<file path="src/rtl/hazard_pkg.sv">
// Shared types and constants for the ID-stage hazard / stall controller.
package hazard_pkg;

   // Controller state: free-running or counting down extra load-use bubbles.
   typedef enum logic [0:0] {
      ST_RUN      = 1'b0,
      ST_LU_STALL = 1'b1
   } state_e;

   // Value driven on control_sel when a bubble (zeroed control) enters ID/EX.
   localparam logic CONTROL_BUBBLE = 1'b0;
   localparam logic CONTROL_PASS   = 1'b1;

   // One bundle of all pipeline steering outputs.
   typedef struct packed {
      logic pc_write;
      logic if_id_write;
      logic id_ex_write;
      logic ex_mem_write;
      logic control_sel;
      logic if_id_flush;
      logic id_ex_flush;
   } ctrl_t;

   // Normal flow: everything advances, nothing is cleared.
   localparam ctrl_t CTRL_RUN = '{
      pc_write: 1'b1, if_id_write: 1'b1, id_ex_write: 1'b1, ex_mem_write: 1'b1,
      control_sel: CONTROL_PASS, if_id_flush: 1'b0, id_ex_flush: 1'b0};

   // Data memory busy: the whole front of the pipe holds still.
   localparam ctrl_t CTRL_FREEZE = '{
      pc_write: 1'b0, if_id_write: 1'b0, id_ex_write: 1'b0, ex_mem_write: 1'b0,
      control_sel: CONTROL_PASS, if_id_flush: 1'b0, id_ex_flush: 1'b0};

   // Taken branch: advance, but squash the two wrong-path instructions.
   localparam ctrl_t CTRL_FLUSH = '{
      pc_write: 1'b1, if_id_write: 1'b1, id_ex_write: 1'b1, ex_mem_write: 1'b1,
      control_sel: CONTROL_PASS, if_id_flush: 1'b1, id_ex_flush: 1'b1};

   // Load-use bubble: hold PC and IF/ID, push a zero-control slot into EX.
   localparam ctrl_t CTRL_BUBBLE = '{
      pc_write: 1'b0, if_id_write: 1'b0, id_ex_write: 1'b1, ex_mem_write: 1'b1,
      control_sel: CONTROL_BUBBLE, if_id_flush: 1'b0, id_ex_flush: 1'b0};

endpackage

</file>
<file path="src/rtl/hazard_stall_ctrl_sat_counter.sv">
// Saturating up-counter with a synchronous clear that wins over increment.
module sat_counter #(
   parameter int unsigned W = 8
) (
   input  logic         clk,
   input  logic         rst,
   input  logic         clr_i,
   input  logic         inc_i,
   output logic [W-1:0] count_o
);

   logic [W-1:0] count_q;
   logic [W-1:0] count_d;

   // Next count: clear first, then increment unless already all-ones.
   always_comb begin
      count_d = count_q;
      if (clr_i) begin
         count_d = '0;
      end else if (inc_i && (count_q != {W{1'b1}})) begin
         count_d = count_q + W'(1);
      end else begin
         count_d = count_q;
      end
   end

   // Count register with asynchronous reset.
   always_ff @(posedge clk or posedge rst) begin
      if (rst) begin
         count_q <= '0;
      end else begin
         count_q <= count_d;
      end
   end

   assign count_o = count_q;

endmodule

</file>
<file path="src/rtl/hazard_stall_ctrl.sv">
// ID-stage hazard controller: load-use bubbles, memory-wait freeze,
// branch flush, sticky memory-timeout error and a stall-cycle counter.
module hazard_stall_ctrl
   import hazard_pkg::*;
#(
   parameter int unsigned REG_AW      = 5,
   parameter int unsigned LU_BUBBLES  = 1,
   parameter int unsigned MEM_TIMEOUT = 255,
   parameter int unsigned CNT_W       = 32
) (
   input  logic              clk,
   input  logic              rst,
   input  logic              id_ex_memread,
   input  logic [REG_AW-1:0] id_ex_register_rd,
   input  logic [REG_AW-1:0] if_id_register_rs1,
   input  logic [REG_AW-1:0] if_id_register_rs2,
   input  logic              if_id_uses_rs1,
   input  logic              if_id_uses_rs2,
   input  logic              ex_mem_memop,
   input  logic              mem_ready,
   input  logic              branch_taken,
   input  logic              stall_clr,
   output logic              pc_write,
   output logic              if_id_write,
   output logic              id_ex_write,
   output logic              ex_mem_write,
   output logic              control_sel,
   output logic              if_id_flush,
   output logic              id_ex_flush,
   output logic              mem_timeout,
   output logic [CNT_W-1:0]  stall_count
);

   // Wide enough to hold MEM_TIMEOUT so the terminal value is reachable.
   localparam int unsigned WAIT_W = (MEM_TIMEOUT < 2) ? 1 : $clog2(MEM_TIMEOUT + 1);
   localparam logic [WAIT_W-1:0] WAIT_LAST = WAIT_W'(MEM_TIMEOUT - 1);
   // The detection cycle is the first bubble; the rest come from LU_STALL.
   localparam logic [1:0] LU_INIT = 2'(LU_BUBBLES - 1);

   state_e            state_q;
   state_e            state_d;
   logic [1:0]        lu_cnt_q;
   logic [1:0]        lu_cnt_d;
   logic              mem_timeout_q;
   logic              mem_timeout_d;
   logic [WAIT_W-1:0] wait_cnt;
   logic              rs1_hit;
   logic              rs2_hit;
   logic              hazard;
   logic              mem_wait;
   ctrl_t             ctrl;
   ctrl_t             ctrl_out;

   // Load-use detection; sources the ID instruction does not read are ignored.
   always_comb begin
      rs1_hit  = if_id_uses_rs1 && (if_id_register_rs1 == id_ex_register_rd);
      rs2_hit  = if_id_uses_rs2 && (if_id_register_rs2 == id_ex_register_rd);
      hazard   = id_ex_memread && (id_ex_register_rd != '0) && (rs1_hit || rs2_hit);
      mem_wait = ex_mem_memop && !mem_ready;
   end

   // Priority arbitration of the four events and bubble-countdown next state.
   always_comb begin
      ctrl     = CTRL_RUN;
      state_d  = state_q;
      lu_cnt_d = lu_cnt_q;
      if (mem_wait) begin
         // Freeze: the bubble countdown pauses and resumes afterwards.
         ctrl = CTRL_FREEZE;
      end else if (branch_taken) begin
         // Any pending dependent instruction is on the wrong path.
         ctrl     = CTRL_FLUSH;
         state_d  = ST_RUN;
         lu_cnt_d = 2'd0;
      end else if (state_q == ST_LU_STALL) begin
         ctrl = CTRL_BUBBLE;
         if (lu_cnt_q == 2'd1) begin
            state_d  = ST_RUN;
            lu_cnt_d = 2'd0;
         end else begin
            lu_cnt_d = lu_cnt_q - 2'd1;
         end
      end else if (hazard) begin
         ctrl = CTRL_BUBBLE;
         if (LU_BUBBLES > 32'd1) begin
            state_d  = ST_LU_STALL;
            lu_cnt_d = LU_INIT;
         end else begin
            state_d = ST_RUN;
         end
      end else begin
         ctrl = CTRL_RUN;
      end
   end

   // Reset forces the pass-through outputs regardless of inputs.
   always_comb begin
      if (rst) begin
         ctrl_out = CTRL_RUN;
      end else begin
         ctrl_out = ctrl;
      end
   end

   // Timeout sets on the last allowed wait cycle and is held until reset.
   always_comb begin
      if (mem_wait && (wait_cnt == WAIT_LAST)) begin
         mem_timeout_d = 1'b1;
      end else begin
         mem_timeout_d = mem_timeout_q;
      end
   end

   // FSM, bubble counter and sticky error registers.
   always_ff @(posedge clk or posedge rst) begin
      if (rst) begin
         state_q       <= ST_RUN;
         lu_cnt_q      <= 2'd0;
         mem_timeout_q <= 1'b0;
      end else begin
         state_q       <= state_d;
         lu_cnt_q      <= lu_cnt_d;
         mem_timeout_q <= mem_timeout_d;
      end
   end

   // Consecutive memory-wait cycles; any non-wait cycle restarts it.
   sat_counter #(
      .W (WAIT_W)
   ) u_wait_cnt (
      .clk     (clk),
      .rst     (rst),
      .clr_i   (!mem_wait),
      .inc_i   (mem_wait),
      .count_o (wait_cnt)
   );

   // Performance counter of cycles in which the PC was held.
   sat_counter #(
      .W (CNT_W)
   ) u_stall_cnt (
      .clk     (clk),
      .rst     (rst),
      .clr_i   (stall_clr),
      .inc_i   (!ctrl_out.pc_write),
      .count_o (stall_count)
   );

   assign pc_write     = ctrl_out.pc_write;
   assign if_id_write  = ctrl_out.if_id_write;
   assign id_ex_write  = ctrl_out.id_ex_write;
   assign ex_mem_write = ctrl_out.ex_mem_write;
   assign control_sel  = ctrl_out.control_sel;
   assign if_id_flush  = ctrl_out.if_id_flush;
   assign id_ex_flush  = ctrl_out.id_ex_flush;
   assign mem_timeout  = mem_timeout_q;

endmodule

</file>
<file path="config.mk">
export PLATFORM = sky130hd
export DESIGN_NAME = hazard_stall_ctrl
export DESIGN_NICKNAME = d
export VERILOG_FILES = /design/src/rtl/hazard_pkg.sv /design/src/rtl/hazard_stall_ctrl_sat_counter.sv /design/src/rtl/hazard_stall_ctrl.sv
export SDC_FILE = /design/constraint.sdc
export NUM_CORES = 1
export LEC_CHECK = 0
export ABC_AREA = 1
export ABC_CLOCK_PERIOD_IN_PS = 4900
export BUFFER_PORTS_ARGS = -buffer_cell sky130_fd_sc_hd__buf_2
export CAP_MARGIN = 15
export CORE_MARGIN = 1.5
export CORE_UTILIZATION = 50
export CTS_BUF_LIST = sky130_fd_sc_hd__clkbuf_16
export CTS_CLUSTER_SIZE = 8
export DETAILED_ROUTE_END_ITERATION = 16
export GPL_TIMING_DRIVEN = 0
export PLACE_DENSITY = 0.74
export SLEW_MARGIN = 15
export SYNTH_ARGS = -nofsm -noshare
export SYNTH_HDL_FRONTEND = slang
export SYNTH_SLANG_ARGS = --single-unit
export TNS_END_PERCENT = 20
</file>
<file path="constraint.sdc">
create_clock -name clk -period 4.9 [get_ports clk]
set_input_delay 0.245 -clock clk [delete_from_list [all_inputs] [get_ports clk]]
set_output_delay 0.245 -clock clk [all_outputs]
set_load 0.01 [all_outputs]
</file>
* After elaboration in Yosys (flattened, before gate mapping) *
Cells that the tools add are included.

cells by class
  add/sub/neg operators = 3
  equality and inequality tests = 7
  mux-type cells = 15
  bitwise logic cells = 1
  reductions and logical operators = 15

operators with widths
  cell                                                    number
  two-way mux 32 bit                                      2
  two-way mux 7 bit                                       5
  adder 32 x 1 -> 32 bit (second input constant)          1
  inequality test 32 bit (second input constant)          1
  two-way mux 8 bit                                       2
  == test 5 bit                                           2
  adder 8 x 1 -> 8 bit (second input constant)            1
  == test 8 bit (second input constant)                   1
  logical AND 1 bit                                       8
  inequality test 8 bit (second input constant)           1
  two-way mux 2 bit                                       3
  nonzero test 5 bit                                      1
  nonzero test 2 bit                                      2
  two-way mux 1 bit                                       3
  == test 2 x 1 -> 1 bit (second input constant)          1
  zero test 1 bit                                         2
  inequality test 2 x 1 -> 1 bit (second input constant)  1
  AND reduction 2 bit                                     1
  subtractor 2 x 1 -> 2 bit (second input constant)       1
  logical OR 1 bit                                        1
  NOT 1 bit                                               1

storage, ports and cells
  bits in registers = 44
  bits of input ports = 24
  output and inout port bits = 40
  word-level logic and storage cells = 46

* Logic depth before layout (Yosys ltp) *
  word-level depth = 13
  gate-level depth with buffers = 14
  gate-level depth less buffers = 13

* Modules after synthesis *
Synthesis repeated with hierarchy kept, for this count alone.

second synthesis, totals
  cells, all modules = 524
  area, all modules = 3279.4 um^2

by module, submodules not included
  module                      instances  cells an instance  area each (um^2)  sequential area each (um^2)
  sat_counter at u_stall_cnt  1          360                2274.7            800.8
  sat_counter at u_wait_cnt   1          69                 506.7             200.2
  hazard_stall_ctrl           1          95                 498.0             100.1

* Least setup slack after synthesis *
Ideal clock, no wire load.

  kind = input to output
  from = in rst
  to = out pc_write
  arrival time = 2.348 ns
  data required time = 4.655 ns
  setup slack = 2.307 ns
  stages on the path = 6
  buffers on the path = 2
  cell sequence = inv_1 > nand2_1 > nand2_1 > clkbuf_1 > inv_1 > buf_4

between the ends
  longest elaborated chain between the ends = 1

ends and longest elaborated chain
  element             line                     source
  start: declaration  hazard_stall_ctrl.sv:12  input logic rst,
  two-way mux 7 bit   hazard_stall_ctrl.sv:98  if (rst) begin
  end: declaration    hazard_stall_ctrl.sv:23  output logic pc_write,

No other way between the ends.

* Worst setup path in the final report *
Same ends and word-level chain as after synthesis.

==> results.toml <==
[critical_path]
criticalPathCategory = "input port to output port"
max_stage_delay_ns = 0.55
end_kind = "output port"
critPathArrivalTime_ns = 2.46
r2r-start = "u_stall_cnt.count_o[0]$_DFFE_PP0P_"
cp_cell_sequence = "dlygate4sd3_1 -> buf_2 -> inv_2 -> nand2_1 -> nand2_1 -> clkbuf_1 -> inv_1 -> buf_4 -> buf_2"
cp_max_fo = 11
worstRegToRegCells = 8
cp-start-kind = "input port"
worst_path_max_delay_cell = "dlygate4sd3_1"
worstReg2RegEnd = "u_stall_cnt.count_o[12]$_DFFE_PP0P_"
required_ns = 4.66
reg2reg_slack_ns = 2.86

[route]
dr_wl_met3_microns = 556
drt-vias-per-instance = 5.334
top_layer_used = "met4"
wl_per_cell_microns = 13.45
drt_iter0_drc = 238
postRouteAntennaNets = 0
wl_met2_microns = 3930
drc_errors = 0
dr.pass1.iters = 5
wl_met1_microns = 3799
wirelength_microns = 8447
vias = 3350

[pwr]
p_per_area_mw_per_mm2 = 221.4
leakagePower_nw = 2.144
irDropWorstVdd_uv = 149.9
total_power_w = 0.0008428

[clocking]
numCtsBuffers = 5
cts.path.max_buffers = 2
cts_root_buf = "clkbuf_16"
cts.sink_count = 44
htree_levels = 2
clk-insertion-delay-late_ns = 0.29
cts_tree = "yes"
cts_setup_buffers = 0
clk_pin_slew_worst_paths_ns = 0.06

[cells_and_area]
layout_common_cells = "nand2_1, inv_1, buf_2"
area_growth_pct = 19.11
mostFrequentLayoutCell = "nand2_1"
final_area_sq_mm = 0.003806
multi_input_area_sq_mm = 0.001700
antenna_cells = 0
nNetsFinal = 580
seq_area_sq_mm = 0.001101
fill_cells = 577
drive_gt1_frac = 0.1609

[die]
die_area_sq_mm = 0.006880
dieWidth_microns = 82.95
row_count = 28
ioPinCount = 64
die_h_microns = 82.95
initial_core_util = 0.5273
core_area_sq_mm = 0.006061

[synth]
ys_types = 31
ys_warn_count = 0
synth_nets = 508
syn_inst = 480
syn_avg_cell_area_sq_um = 6.657
ys_seq_area_frac = 0.3446
syn_area_sq_mm = 0.003196
synth_seq_cells = 44

[global_route]
antenna_found_initial = 0
grt_max_degree = 36
overflow = 0
grt_pass1_wl_microns = 14520
grt_pass1_vias = 3168
grt.total_usage = 0.2552

[timing]
skew_ns = 0.008555
fmax_mhz = 369.1
period_share = 0.5529
period_needed_ns = 2.709
slew_headroom = 0.6009
finalSetupTns_ns = 0
setup-violations-final = 0
worstMarginPinSlew_ns = 0.5965
rsz0062_at_grt = "false"
hold_viol = 0
report.final.slew_viol_count = 0

[hold_path]
holdCritStartpoint = "branch_taken"
hold_path.class = "input port to flip-flop"
holdPathEnd = "lu_cnt_q[0]$_DFFE_PP0P_"
hold_depth = 3

[run]
max-cap-violations = 0

[placement]
dp_hpwl_microns = 6398
place_congestion = 0.9428
io_buffers = 63
placed_area_sq_mm = 0.003625

[run_status]
outcome = "finished, final reports clean"
layout make-up:
type / instances / share of cell area
Multi-Input combinational cell: 341 / 0.4467
Sequential cell: 44 / 0.2893
Timing Repair Buffer: 65 / 0.09073
Inverter: 77 / 0.07594
Clock buffer: 5 / 0.03287
Buffer: 18 / 0.02761
Tap cell: 75 / 0.02465
Clock inverter: 3 / 0.01216
per-stage QoR:
stage / hold slack (ns) / instances / setup WS, ns / utilization
finish: 0.2769 / 628 / 2.191 / 0.6280
global placement: 0.4632 / 618 / 1.565 / 0.5948
detailed placement: 0.2111 / 619 / 2.522 / 0.5981
floorplan: 0.4074 / 480 / 2.307 / -
CTS: 0.2753 / 628 / 2.219 / 0.6280
global route: 0.3014 / 628 / 2.018 / 0.6280
how the worst max path moves through the flow:
stage,from,endpoint
after floorplan,rst,pc_write
after global placement,rst,pc_write
after detailed placement,mem_ready,pc_write
after CTS,rst,pc_write
after global routing,rst,pc_write
final,rst,pc_write
registers in the layout, indices dropped and copies added (netlist names):
name / count
u_stall_cnt.count_o: 32
state_q: 1
u_wait_cnt.count_o: 8
mem_timeout: 1
lu_cnt_q: 2
metal layers:
layer / GRT usage / vias to the layer above
met5: 0 / -
met4: 0.08333 / 0
li1: - / 1680
met2: 0.4191 / 132
met3: 0.03380 / 20
met1: 0.3490 / 1518
synth_stat cells, drive strengths merged:
cell type	n	area (sq um)
ha	4	50.05
or2	1	6.260
nor3	17	85.08
a31oi	3	18.77
nand4	37	252.7
clkbuf	6	22.52
xor2	17	148.9
nor3b	2	26.28
dfrtp	44	1101
o21a	1	7.510
a21oi	5	25.02
a211oi	3	22.52
o21bai	1	7.510
nand3	54	270.3
inv	77	289.0
buf	12	82.57
xnor2	4	35.03
nor2	51	193.9
o21ai	6	30.03
and3	1	6.260
nand2	133	506.7
nand3b	1	7.510
timing repair:
action,4_1_cts,5_1_grt
endpoints found under the setup margin,0,0
hold endpoints to repair,9,0
gates resized for setup,0,0
hold buffers,1,0
worst max-delay path, delay by kind of cell:
family        cells  cell delay (ns)
buf+inv           7             1.76
simple gates      2             0.47
where the power goes:
part | internal (W) | total, W | switching, W
Sequential | 0.000368 | 0.000370 | 0.00000284
Clock | 0.000242 | 0.000394 | 0.000151
Combinational | 0.0000275 | 0.0000786 | 0.0000511
kinds of logic (layout without fill, tap and decap cells):
family | after synthesis | count (layout) | share of synthesized area
AND/OR/NAND/NOR | 297 | 297 | 0.4240
buffers and inverters | 95 | 168 | 0.1233
flip-flops | 44 | 44 | 0.3446
XOR/XNOR | 21 | 21 | 0.05755
AO/OA/AOI/OAI | 19 | 19 | 0.03485
adder cells (fa/ha/maj) | 4 | 4 | 0.01566
(Power assumes the default switching activity.)
